[config.mk]
export PLATFORM = sky130hd
export DESIGN_NAME = vram_arbiter
export DESIGN_NICKNAME = d
export VERILOG_FILES = /design/src/rtl/vram_arbiter.sv
export SDC_FILE = /design/constraint.sdc
export NUM_CORES = 1
export LEC_CHECK = 0
export ABC_AREA = 0
export ABC_CLOCK_PERIOD_IN_PS = 3100
export CORE_MARGIN = 1
export CORE_UTILIZATION = 40
export CTS_CLUSTER_SIZE = 28
export DETAILED_ROUTE_END_ITERATION = 6
export DONT_BUFFER_PORTS = 1
export GPL_TIMING_DRIVEN = 0
export SLEW_MARGIN = 40
export SYNTH_ARGS = -nofsm -noshare
export SYNTH_HDL_FRONTEND = slang
export SYNTH_SLANG_ARGS = --single-unit
[constraint.sdc]
create_clock -name clock -period 3.1 [get_ports clock]
set_input_delay 0.62 -clock clock [delete_from_list [all_inputs] [get_ports clock]]
set_output_delay 0.62 -clock clock [all_outputs]
set_load 0.1 [all_outputs]
[src/rtl/vram_arbiter.sv]
// rtl/vram_arbiter.sv - single-port VRAM arbiter: scanout has absolute priority, CPU uses idle slots,
// fixed 2-clock read return through a tag pipe.
module vram_arbiter #(
  parameter int WIDTH      = 640,
  parameter int HEIGHT     = 480,
  parameter int DATA_W     = 8,
  parameter int STARVE_MAX = 1024,
  localparam int AW        = $clog2(WIDTH * HEIGHT),
  localparam int XW        = $clog2(WIDTH),
  localparam int YW        = $clog2(HEIGHT)
) (
  input  logic              clock,
  input  logic              reset,
  input  logic              disp_en,
  input  logic [XW-1:0]     disp_x,
  input  logic [YW-1:0]     disp_y,
  output logic [DATA_W-1:0] disp_pixel,
  output logic              disp_pvalid,
  input  logic              cpu_req,
  input  logic              cpu_we,
  input  logic [AW-1:0]     cpu_addr,
  input  logic [DATA_W-1:0] cpu_wdata,
  output logic              cpu_ready,
  output logic [DATA_W-1:0] cpu_rdata,
  output logic              cpu_rvalid,
  output logic              cpu_starved,
  output logic [AW-1:0]     mem_addr,
  output logic              mem_we,
  output logic [DATA_W-1:0] mem_wdata,
  input  logic [DATA_W-1:0] mem_rdata
);

  localparam int CW = $clog2(STARVE_MAX + 1);

  typedef enum logic [1:0] {T_NONE, T_DISP, T_CPU_RD} tag_e;
  typedef enum logic [1:0] {C_IDLE, C_WAIT, C_ISSUED} cpu_state_e;
  typedef enum logic [1:0] {S_IDLE, S_DISP, S_CPU} slot_e;

  cpu_state_e        state_q, state_d;
  tag_e              tag1_q, tag1_d, tag2_q, tag2_d;
  logic              zero1_q, zero1_d, zero2_q, zero2_d;
  logic [AW-1:0]     mem_addr_q, mem_addr_d;
  logic              mem_we_q, mem_we_d;
  logic [DATA_W-1:0] mem_wdata_q, mem_wdata_d;
  logic [DATA_W-1:0] disp_pixel_q, disp_pixel_d;
  logic              disp_pvalid_q, disp_pvalid_d;
  logic [DATA_W-1:0] cpu_rdata_q, cpu_rdata_d;
  logic              cpu_rvalid_q, cpu_rvalid_d;
  logic [CW-1:0]     cnt_q, cnt_d;

  slot_e             slot;
  logic              disp_in_range;
  logic              cpu_in_range;
  logic [AW-1:0]     disp_lin_addr;

  assign cpu_ready   = (state_q == C_ISSUED);
  assign cpu_starved = (32'(cnt_q) >= STARVE_MAX);
  assign mem_addr    = mem_addr_q;
  assign mem_we      = mem_we_q;
  assign mem_wdata   = mem_wdata_q;
  assign disp_pixel  = disp_pixel_q;
  assign disp_pvalid = disp_pvalid_q;
  assign cpu_rdata   = cpu_rdata_q;
  assign cpu_rvalid  = cpu_rvalid_q;

  always_comb begin
    disp_in_range = (32'(disp_x) < WIDTH) && (32'(disp_y) < HEIGHT);
    cpu_in_range  = (32'(cpu_addr) < WIDTH * HEIGHT);
    disp_lin_addr = AW'(disp_y) * AW'(WIDTH) + AW'(disp_x);

    // cpu_ready marks the request just issued, so it is never granted twice
    if (disp_en)                 slot = S_DISP;
    else if (cpu_req && !cpu_ready) slot = S_CPU;
    else                         slot = S_IDLE;
  end

  always_comb begin
    state_d       = state_q;
    tag1_d        = T_NONE;
    zero1_d       = 1'b0;
    tag2_d        = tag1_q;
    zero2_d       = zero1_q;
    mem_addr_d    = mem_addr_q;
    mem_we_d      = 1'b0;
    mem_wdata_d   = mem_wdata_q;
    disp_pixel_d  = disp_pixel_q;
    disp_pvalid_d = 1'b0;
    cpu_rdata_d   = cpu_rdata_q;
    cpu_rvalid_d  = 1'b0;
    cnt_d         = '0;

    case (slot)
      S_DISP: begin
        tag1_d  = T_DISP;
        zero1_d = !disp_in_range;
        if (disp_in_range) mem_addr_d = disp_lin_addr;
      end
      S_CPU: begin
        tag1_d  = cpu_we ? T_NONE : T_CPU_RD;
        zero1_d = !cpu_in_range;
        if (cpu_in_range) begin
          mem_addr_d  = cpu_addr;
          mem_we_d    = cpu_we;
          mem_wdata_d = cpu_wdata;
        end
      end
      default: ;
    endcase

    // Out-of-range accesses never touched the RAM, so their returned data is forced to 0
    if (tag2_q == T_DISP) begin
      disp_pvalid_d = 1'b1;
      disp_pixel_d  = zero2_q ? '0 : mem_rdata;
    end
    if (tag2_q == T_CPU_RD) begin
      cpu_rvalid_d = 1'b1;
      cpu_rdata_d  = zero2_q ? '0 : mem_rdata;
    end

    if (cpu_req && !cpu_ready && slot != S_CPU)
      cnt_d = (32'(cnt_q) >= STARVE_MAX) ? cnt_q : cnt_q + CW'(1);

    case (state_q)
      C_IDLE: begin
        if (slot == S_CPU)                   state_d = C_ISSUED;
        else if (cpu_req && slot == S_DISP)  state_d = C_WAIT;
      end
      C_WAIT: begin
        if (slot == S_CPU)  state_d = C_ISSUED;
        else if (!cpu_req)  state_d = C_IDLE;
      end
      default: state_d = C_IDLE;
    endcase
  end

  always_ff @(posedge clock) begin
    if (reset) begin
      state_q       <= C_IDLE;
      tag1_q        <= T_NONE;
      tag2_q        <= T_NONE;
      zero1_q       <= 1'b0;
      zero2_q       <= 1'b0;
      mem_addr_q    <= '0;
      mem_we_q      <= 1'b0;
      mem_wdata_q   <= '0;
      disp_pixel_q  <= '0;
      disp_pvalid_q <= 1'b0;
      cpu_rdata_q   <= '0;
      cpu_rvalid_q  <= 1'b0;
      cnt_q         <= '0;
    end else begin
      state_q       <= state_d;
      tag1_q        <= tag1_d;
      tag2_q        <= tag2_d;
      zero1_q       <= zero1_d;
      zero2_q       <= zero2_d;
      mem_addr_q    <= mem_addr_d;
      mem_we_q      <= mem_we_d;
      mem_wdata_q   <= mem_wdata_d;
      disp_pixel_q  <= disp_pixel_d;
      disp_pvalid_q <= disp_pvalid_d;
      cpu_rdata_q   <= cpu_rdata_d;
      cpu_rvalid_q  <= cpu_rvalid_d;
      cnt_q         <= cnt_d;
    end
  end

endmodule

# --- After elaboration in Yosys (flattened, before gate mapping) ---
# Index checks and enable logic that the tools add are counted.
totals:
  word_cells: 64
  reg_bits: 65
  out_inout_bits: 48
  input_bits: 59
op_classes:
  order_cmp: 4
  n_eq_ne: 11
  mux: 16
  n_reduce_logical: 14
  n_addsub: 2
  n_mul: 1
  bitwise: 3
op_table:
  columns: ["operator", "n"]
  rows:
  - ["19-bit two-way mux", 2]
  - ["19-bit case mux with 2 select lines", 1]
  - ["19-bit by 10-bit adder with 19-bit output", 1]
  - ["19-bit less-than comparator, second input constant", 1]
  - ["2-bit two-way mux", 7]
  - ["9-bit by 3-bit multiplier with 12-bit output, second input constant", 1]
  - ["11-bit by 1-bit adder with 11-bit output, second input constant", 1]
  - ["11-bit greater-or-equal comparator, second input constant", 1]
  - ["10-bit less-than comparator, second input constant", 1]
  - ["9-bit less-than comparator, second input constant", 1]
  - ["8-bit two-way mux", 1]
  - ["2-bit case mux with 2 select lines", 2]
  - ["2-bit by 1-bit == test with 1-bit output, second input constant", 3]
  - ["2-bit == test, second input constant", 3]
  - ["2-bit inequality test, second input constant", 3]
  - ["3-bit inequality test, second input constant", 2]
  - ["1-bit logical AND", 4]
  - ["2-bit AND reduction", 2]
  - ["1-bit zero test", 3]
  - ["1-bit inverter", 3]
  - ["3-bit AND reduction", 1]
  - ["3-bit OR reduction", 1]
  - ["2-bit zero test", 1]
  - ["1-bit two-way mux", 2]
  - ["3 further kinds", 3]

# --- Logic depth before layout (Yosys ltp) ---
# Gate-level depths: netlist of run 1.
depth:
  ltp_word: 10
  depth_mapped: 9
  ltp_nobuf: 9

# --- Least setup slack after synthesis of run 1 ---
# Ideal clock, no wire load.
synth_path:
  path_type: "input port to flip-flop"
  start: "input port disp_y[1]"
  end: "register mem_addr_q[17], in the netlist mem_addr[17]"
  arrival_time_ns: 2.817
  t_required_ns: 3.014
  path_buffers: 0
  cell_stages: 9
  slack_ns: 0.196
  setup_ns: 0.086
  cell_sequence: "ha_1 ha_1 fa_1 xnor2_1 a211oi_1 nor3b_1 nand4_1 xnor3_1 a221oi_2"
synth_between:
  elab_chain_len: 4
  elab_cells_between_ends: 8
  classes_between: "1 x add/sub; 1 x mul; 1 x order compare; 1 x eq/ne; 2 x mux; 2 x reduce/logical"
synth_rtl:
  columns: ["element", "line", "text"]
  rows:
  - ["start: declaration", "16", "input logic [YW-1:0] disp_y,"]
  - ["9-bit by 3-bit multiplier with 12-bit output or 9-bit less-than comparator (tied branches)", "69, 67", null]
  - ["19-bit by 10-bit adder with 19-bit output or 1-bit logical AND (tied branches)", "69, 67", null]
  - ["19-bit two-way mux or 2-bit inequality test (tied branches)", null, null]
  - ["19-bit case mux with 2 select lines or 3-bit AND reduction (tied branches)", null, null]
  - ["end signal: assignment", "157", "mem_addr_q <= mem_addr_d;"]
  - ["end: declaration", "42", "logic [AW-1:0] mem_addr_q, mem_addr_d;"]
# Parallel ways exist; a longest one is shown, timed or not. The select of a mux whose other input is x is not followed.
# A chain may end at the register's enable or synchronous reset.

# --- Worst setup path after layout of run 1 ---
# Ends and elaborated chain as after synthesis.

==> results.toml, run 1 <==
[sta]
slew_headroom = 0.4277
fmax_mhz = 364.7
worst_slack_ns = 0.3584
period_share = 0.8844
worstMarginPinSlew_ns = 0.8576
timing.final.setup_violations = 0
clock-skew-final_ns = 0.009353
finalHoldViolations = 0
unrepaired_setup_endpoints_after_global_routing = "false"
finalCriticalPeriod_ns = 2.742
hold_slack_ns = 0.3546
finalMaxSlewViolations = 0

[cts]
longest_clk_path_bufs = 2
cts_resized = 0
clock-root-buffer = "clkbuf_8"
tritoncts = "built"
htreeDepth = 3
clock_pin_slew_of_the_registers_on_the_worst_case_setup_and_hold_paths_ns = 0.07
clk_latency_ns = 0.34
postCtsHoldBufs = 0
cts_sinks = 65
cts_made_buffers = 9
cts_setup_buffers = 0

[critical_path]
worst-setup-path-type = "primary input to register"
path_max_fanout = 3
critPathLaunchType = "primary input"
worst-endpoint-required_ns = 3.35
worstSetupEndpointType = "register"
worst-endpoint-arrival_ns = 2.99
worst-r2r-cell-count = 6

[synthesis]
netlist-cell-type-count = 55
postSynthCellCount = 375
postSynth.asyncResetShare = 0
synthesis.area_per_instance_um2 = 8.692
synthesis_stage_register_bit_count = 65
synth_nets = 455
ys_seq_area_frac = 0.3992
yosys_most_used_dff = "dfxtp_1"
number_of_warnings_issued_by_yosys = 0
netlist_top_cells_area = "dfxtp_1, ha_1, nand2_1"
number_of_synthesized_flops_with_an_enable_pin = 0
yosysTopAreaCellShare = 0.3992
syn_area_um2 = 3259
synth.largest_area_cell = "dfxtp_1"

[grt]
grtUsageTotal = 0.1853
grt.overflow.total = 0
gr_util_met1 = 0.2234
gr-usage-met3 = 0.04726
grt_start_max_net_pins = 12
antenna_violations_before_repair = 0
grt_pass1_wl_um = 12300
vias_in_the_first_global_route = 2602
top_usage_layer = "met2"
use_met2 = 0.3066

[floorplanning]
initial_utilization = 0.4175
row_count = 32
die_area_um2 = 8514
fp.dieW_um = 92.27
io-pin-count = 107
dieHeight_um = 92.27
core_box_area_um2 = 7807

[placed_design]
place.detailed.hpwl_um = 5810
port_buffers = 0
routability_congestion_estimate = 0.7830
place_ws_ns = -0.0005800

[routing]
detailedRoute.firstIterationViolations = 93
vias_per_cell = 5.220
route.detailed.wl_per_inst_um = 15.27
route.vias.total = 2568
first_pass_iters = 4
routed_wl_um = 7512
ant_nets = 0
detail_route.drc_violations = 0

[layout]
area_growth_pct = 12.36
final.fill_count = 780
final_core_utilization = 0.4691
layout.nets = 466
n_antenna_cell = 0
drive_gt1_frac = 0.1974

[power_and_ir_drop]
pwr_density_cell_nw_per_um2 = 624.5
vdd_drop_max_v = 0.0001977
p_leak_nw = 1.426
power_mw = 2.287

[status]
outcome = "finished, final reports clean"

[hold_path]
min-delay-path-class = "primary input to register"
hold_path_depth = 1

[run]
max_cap_violations = 0
per-layer routing:
layer	vias up	part of all wire
met4	0	0.024
met5	-	0
met1	1168	0.45
li1	1308	-
met3	16	0.064
met2	76	0.46
path summary, 6_finish.rpt:
check,from,to,slack (ns)
max,disp_y[1],mem_addr[17],0.36
min,disp_en,state_q[1],0.35
max reg2reg,state_q[0],mem_addr[7],1.23
min reg2reg,tag1_q[0],tag2_q[0],0.43
critical path, stage by stage:
cell	delay, ns
ha_1	0.27
ha_1	0.25
fa_1	0.43
xnor2_1	0.19
a211oi_1	0.33
nor3b_1	0.28
nand4_1	0.15
xnor3_1	0.23
a221oi_2	0.23
cells in the mapped netlist, types with 2 or more instances:
cell type / count
a211o_1: 2
a211oi_1: 6
a21o_1: 3
a21oi_1: 23
a221oi_2: 2
a311oi_1: 9
and3_1: 4
buf_2: 2
buf_4: 2
clkbuf_1: 15
dfxtp_1: 65
fa_1: 2
ha_1: 19
inv_1: 9
mux2i_1: 10
nand2_1: 61
nand2b_1: 5
nand3_1: 8
nand4_1: 4
nor2_1: 46
nor2b_1: 19
nor3_1: 3
nor3b_1: 2
nor4b_1: 2
o211ai_1: 3
o21ai_0: 3
xnor2_1: 10
xor2_1: 9
stage by stage:
step | area (um2) | cells | setup TNS [ns]
3_3_place_gp | 3387 | 477 | -0.01394
5_1_grt | 3662 | 492 | 0
6_report | 3662 | 492 | 0
3_5_place_dp | 3446 | 477 | -0.0005800
2_1_floorplan | 3259 | 375 | 0
4_1_cts | 3662 | 492 | 0
layout make-up:
type	count	area, um2	share of cell area
Multi-Input combinational cell	280	1828	0.4991
Sequential cell	65	1359	0.3710
Clock buffer	10	137.6	0.03758
Tap cell	102	127.6	0.03485
Buffer	21	97.59	0.02665
Clock inverter	5	78.83	0.02152
Inverter	9	33.78	0.009224
flip-flops by register name, summed over array words and instances (netlist names), 2 cells and up:
name / cells
disp_pixel: 8
state_q: 2
tag1_q: 2
tag2_q: 2
mem_wdata: 8
mem_addr: 19
cnt_q: 11
cpu_rdata: 8
cell families after synthesis:
logic type      synth area share
compound gates            0.1570
flops                     0.3992
fa+ha+maj                0.08522
xor+xnor                 0.05797
simple gates              0.2299
buf+inv                  0.03992
mux                      0.03071
power by group:
group / leakage [nW] / internal (mW) / switching, mW
sequential: 0.550 / 0.884 / 0.291
clock: 0.113 / 0.470 / 0.322
combinational: 0.764 / 0.137 / 0.184
placed cells by master, fill, tap and decap left out, types with 2 or more instances in the layout:
master      n
nand2b_1    5
nor2b_1    19
nor2_1     46
inv_1       9
buf_2       2
buf_4       2
nand4_1     4
nand3_1     8
mux2i_1    10
nor3b_1     2
nor3_1      3
a21o_1      3
clkinv_2    2
a311oi_1    9
o21ai_0     3
o211ai_1    3
dfxtp_1    19
ha_1       19
fa_1        2
a221oi_2    2
and3_1      4
a21oi_1    23
clkbuf_8   10
a211o_1     2
dfxtp_2    46
xnor2_1    10
nand2_1    61
clkbuf_1   14
a211oi_1    6
nor4b_1     2
bufinv_16   2
xor2_1      9
Power figures use the tool's default switching activity.
==> inputs of run 2 (changes only) <==
--- a/config.mk
+++ b/config.mk
@@ -8,10 +8,11 @@
 export ABC_AREA = 0
 export ABC_CLOCK_PERIOD_IN_PS = 3100
 export CORE_MARGIN = 1
-export CORE_UTILIZATION = 40
+export CORE_UTILIZATION = 30
 export CTS_CLUSTER_SIZE = 28
 export DETAILED_ROUTE_END_ITERATION = 6
 export DONT_BUFFER_PORTS = 1
+export GPL_ROUTABILITY_DRIVEN = 0
 export GPL_TIMING_DRIVEN = 0
 export SLEW_MARGIN = 40
 export SYNTH_ARGS = -nofsm -noshare
==> run 2 against run 1 <==
  * Via count up 0.74%
  * Utilization down 11 points
  * Register-to-register slack got worse by 0.15 ns
  * Clock skew up 0.00087 ns
  * First-iteration DRC count rose by 56%
  * Maximum frequency is 2.1% lower
==> results.toml, run 2 (synthesis results as in run 1) <==
[status]
outcome = "finished, final reports clean"

[placed_design]
port_buffers = 0
place.detailed.hpwl_um = 6338
place_inst = 511

[routing]
top_layer = "met4"
route.detailed.wl_per_inst_um = 15.49
first_pass_iters = 4
detailedRoute.firstIterationViolations = 145
detail_route.drc_violations = 0
vias_per_cell = 4.909
routed_wl_um = 8161
route.vias.total = 2587
met3WireLength_um = 909
ant_nets = 0
wl_met2_um = 3700
drt-met1-wl_um = 3479

[hold_path]
hold_path_startpoint = "cpu_we"
hold_path_depth = 1
min-delay-path-class = "primary input to register"
whs_endpoint = "tag1_q[1]"

[critical_path]
critPathLaunchType = "primary input"
cp_num_buf_inv = 0
worstSetupEndpointType = "register"
crit_top_cell = "ha_1"
critPathMaxStageDelay_ns = 0.44
worst-r2r-cell-count = 6
r2r_slack_ns = 1.08
critical_path.reg2reg.startpoint = "state_q[0]"
worst_path_max_delay_cell = "fa_1"
worst-endpoint-required_ns = 3.35
cp_cell_sequence = "ha_1, ha_1, fa_1, xnor2_1, a211oi_1, nor3b_1, nand4_1, xnor3_1, a221oi_2"
worst-setup-path-type = "primary input to register"
path_max_fanout = 3
reg_to_reg_critical_path_endpoint = "mem_addr[7]"
critical_path.top_delay_family = "adder cells"
worst-endpoint-arrival_ns = 3.05

[sta]
finalCriticalPeriod_ns = 2.801
fin_tns_setup_ns = 0
period_share = 0.9036
clock-skew-final_ns = 0.01022
fmax_mhz = 357.0
unrepaired_setup_endpoints_after_global_routing = "false"
finalMaxSlewViolations = 0
hold_slack_ns = 0.3588
timing.final.setup_violations = 0
slew_headroom = 0.4389
worstMarginPinSlew_ns = 0.8407
finalHoldViolations = 0

[power_and_ir_drop]
internal-power_mw = 1.497
pwr_density_cell_nw_per_um2 = 622.6
clockPowerShare = 0.352
vdd_drop_max_v = 0.0003829
power_switching_share = 0.3533
p_switching_uw = 817.7
power.combinational.fraction = 0.139
p_leak_nw = 1.418
power.sequential.fraction = 0.509

[cts]
cts_sinks = 65
postCtsHoldBufs = 0
clock_pin_slew_of_the_registers_on_the_worst_case_setup_and_hold_paths_ns = 0.07
cts_made_buffers = 9
htreeDepth = 3
cts_setup_buffers = 0
clock-root-buffer = "clkbuf_8"
longest_clk_path_bufs = 2
tritoncts = "built"
clk_latency_ns = 0.34
cts_resized = 0

[layout]
layout.cells.most_common = "nand2_1"
layout.nets = 466
n_antenna_cell = 0
area_growth_pct = 14.05
most_frequent_cells_in_the_layout = "nand2_1, nor2_1, dfxtp_2"
drive_gt1_frac = 0.1995
largest_reg_flops = 19
post_layout_nonfiller_instances = 527

[floorplanning]
die_area_um2 = 11290
dieHeight_um = 106.2
initial_utilization = 0.3129
core_box_area_um2 = 10420
row_count = 37
fp.dieW_um = 106.2
io-pin-count = 107

[grt]
grtUsageTotal = 0.1508
antenna_violations_before_repair = 0
vias_in_the_first_global_route = 2560
grt.overflow.total = 0
grt_start_max_net_pins = 13
grt_pass1_wl_um = 13080

[run]
max_cap_violations = 0
## run 2: changes by cell type in the layout (fill, tap and decap cells not counted), sizes merged
cell	delta
clkinvlp	+3
inv	-1
clkinv	-1
## run 2: power by group through the flow
stage               Combinational (mW)  Clock (mW)  Sequential (mW)
floorplan                        0.266           0             1.17
global placement                 0.316           0             1.19
detailed placement               0.323           0             1.20
CTS                              0.325       0.839             1.18
global route                     0.365       0.875             1.18
finish                           0.322       0.815             1.18
## run 2: final cells by class
cell class	instances	area, um2
inverter	9	33.78
buffer	21	97.59
clock inverter	6	91.34
multi-input combinational	280	1828
clock buffer	10	137.6
tap	136	170.2
fill	1053	6699
sequential	65	1359
## run 2: worst max-delay path by stage
stage	start	to	slack [ns]	cells after the start
detailed placement	disp_y[1]	mem_addr[17]	-0.03	9
global route	disp_y[1]	mem_addr[17]	0.11	9
finish	disp_y[1]	mem_addr[17]	0.30	9
global placement	disp_y[1]	mem_addr[17]	-0.006	9
floorplan	disp_y[1]	mem_addr[17]	0.20	9
CTS	disp_y[1]	mem_addr[17]	0.31	9
## run 2: routing by layer
metal | vias up | track usage
li1 | 1312 | -
met1 | 1187 | 0.1754
met2 | 83 | 0.2421
met3 | 5 | 0.07725
met4 | 0 | 0.04167
met5 | - | 0
## run 2: stage by stage
step | power [mW] | cell area, um2 | util | worst slack [ns]
global route | 2.423 | 3717 | 0.3569 | 0.1147
global placement | 1.504 | 3430 | 0.3292 | -0.005524
floorplan | 1.439 | 3259 | - | 0.1961
CTS | 2.342 | 3717 | 0.3569 | 0.3102
finish | 2.314 | 3717 | 0.3569 | 0.2987
detailed placement | 1.522 | 3488 | 0.3349 | -0.03046
==> inputs of run 3 (changes only) <==
--- a/config.mk
+++ b/config.mk
@@ -9,12 +9,12 @@
 export ABC_CLOCK_PERIOD_IN_PS = 3100
 export CORE_MARGIN = 1
 export CORE_UTILIZATION = 30
+export CTS_CLUSTER_DIAMETER = 120
 export CTS_CLUSTER_SIZE = 28
 export DETAILED_ROUTE_END_ITERATION = 6
 export DONT_BUFFER_PORTS = 1
 export GPL_ROUTABILITY_DRIVEN = 0
 export GPL_TIMING_DRIVEN = 0
-export SLEW_MARGIN = 40
 export SYNTH_ARGS = -nofsm -noshare
 export SYNTH_HDL_FRONTEND = slang
 export SYNTH_SLANG_ARGS = --single-unit
==> run 3 against run 2 <==
  * Register-to-register slack got worse by 0.02 ns
  * Sequential power about the same
  * First-iteration DRC count decreased by 0.69%
  * Clock power increased by 1%
  * Combinational power about the same
  * Critical path type unchanged
==> results.toml, run 3 (synthesis results as in run 1) <==
[layout]
final_core_utilization = 0.3512
layout.cells.most_common = "dfxtp_1"
layout.nets = 466
n_antenna_cell = 0
largest_reg_flops = 19
most_frequent_cells_in_the_layout = "dfxtp_1, nand2_1, nor2_1"
area_growth_pct = 12.25
drive_gt1_frac = 0.07436

[grt]
grtUsageTotal = 0.1526
grt.overflow.total = 0
vias_in_the_first_global_route = 2574
antenna_violations_before_repair = 0
grt_start_max_net_pins = 11
grt_pass1_wl_um = 13300

[placed_design]
port_buffers = 0
place.detailed.hpwl_um = 6344

[floorplanning]
initial_utilization = 0.3129
core_box_area_um2 = 10420
io-pin-count = 107
dieHeight_um = 106.2
die_area_um2 = 11290
fp.dieW_um = 106.2
row_count = 37

[routing]
detail_route.drc_violations = 0
vias_per_cell = 4.990
route.detailed.wl_per_inst_um = 15.81
route.vias.total = 2625
ant_nets = 0
detailedRoute.firstIterationViolations = 144
routed_wl_um = 8314
first_pass_iters = 4

[power_and_ir_drop]
p_leak_nw = 1.407
pwr_density_cell_nw_per_um2 = 633.8
vdd_drop_max_v = 0.0003137
power_mw = 2.319

[sta]
worstMarginPinSlew_ns = 1.150
finalMaxSlewViolations = 0
clock-skew-final_ns = 0.01089
finalHoldViolations = 0
timing.final.setup_violations = 0
period_share = 0.9022
unrepaired_setup_endpoints_after_global_routing = "false"
slew_headroom = 0.2369
finalCriticalPeriod_ns = 2.797
fmax_mhz = 357.5

[cts]
cts_setup_buffers = 0
clk_latency_ns = 0.33
htreeDepth = 3
longest_clk_path_bufs = 2
cts_made_buffers = 9
clock-root-buffer = "clkbuf_8"
postCtsHoldBufs = 0
tritoncts = "built"
clock_pin_slew_of_the_registers_on_the_worst_case_setup_and_hold_paths_ns = 0.06
cts_sinks = 65
cts_resized = 0

[critical_path]
worstSetupEndpointType = "register"
worst-endpoint-required_ns = 3.35
worst-setup-path-type = "primary input to register"
critical_path.reg2reg.startpoint = "state_q[0]"
critPathMaxStageDelay_ns = 0.44
critPathLaunchType = "primary input"
crit_path_start = "disp_y[1]"
cp_cell_sequence = "ha_1, ha_1, fa_1, xnor2_1, a211oi_1, nor3b_1, nand4_1, xnor3_1, a221oi_2"
worst-endpoint-arrival_ns = 3.04
path_max_fanout = 3
worst_path_max_delay_cell = "fa_1"
crit_top_cell = "ha_1"

[status]
outcome = "finished, final reports clean"

[hold_path]
min-delay-path-class = "primary input to register"
hold_path_startpoint = "disp_en"

[run]
max_cap_violations = 0
run 3: power breakdown:
group / total, mW / internal, mW / switching (mW)
clock: 0.824 / 0.515 / 0.309
combinational: 0.325 / 0.138 / 0.187
sequential: 1.17 / 0.876 / 0.294
run 3: final timing paths:
path,endpoint,slack [ns],cells past startpoint
setup reg to reg,mem_addr[7],1.06,6
hold / removal,state_q[1],0.37,1
hold reg to reg,tag2_q[1],0.45,1
setup / recovery,mem_addr[17],0.30,9
run 3: per-stage QoR:
stage                     setup WS [ns]  setup TNS, ns  instances  hold WS [ns]  instance area [um2]
after global routing             0.1213              0        526        0.3430                 3659
after floorplan                  0.1961              0        375        0.4138                 3259
after detailed placement       -0.02247       -0.02247        511        0.4303                 3430
after CTS                        0.3172              0        526        0.3435                 3659
final                            0.3031              0        526        0.3667                 3659
after global placement        -0.005524      -0.005524        511        0.4265                 3430
run 3: routing by layer:
| layer | track usage | part of all wire |
|---|---|---|
| met5 | 0 | 0 |
| met4 | 0.04464 | 0.012 |
| met3 | 0.07848 | 0.11 |
| met2 | 0.2417 | 0.45 |
| met1 | 0.1790 | 0.43 |
run 3: cell type report:
type / instances / area (um2)
plain buffers: 21 / 96.34
clock buffers: 13 / 168.9
clock inverters: 2 / 60.06
multi-input cells: 280 / 1828
fillers: 1088 / 6758
inverters: 9 / 33.78
well taps: 136 / 170.2
flip-flops and latches: 65 / 1301
run 3: critical path: cells and delay by family:
kind,cells,cell delay [ns]
fa+ha+maj,3,0.96
compound gates,2,0.59
simple gates,2,0.45
xor+xnor,2,0.42
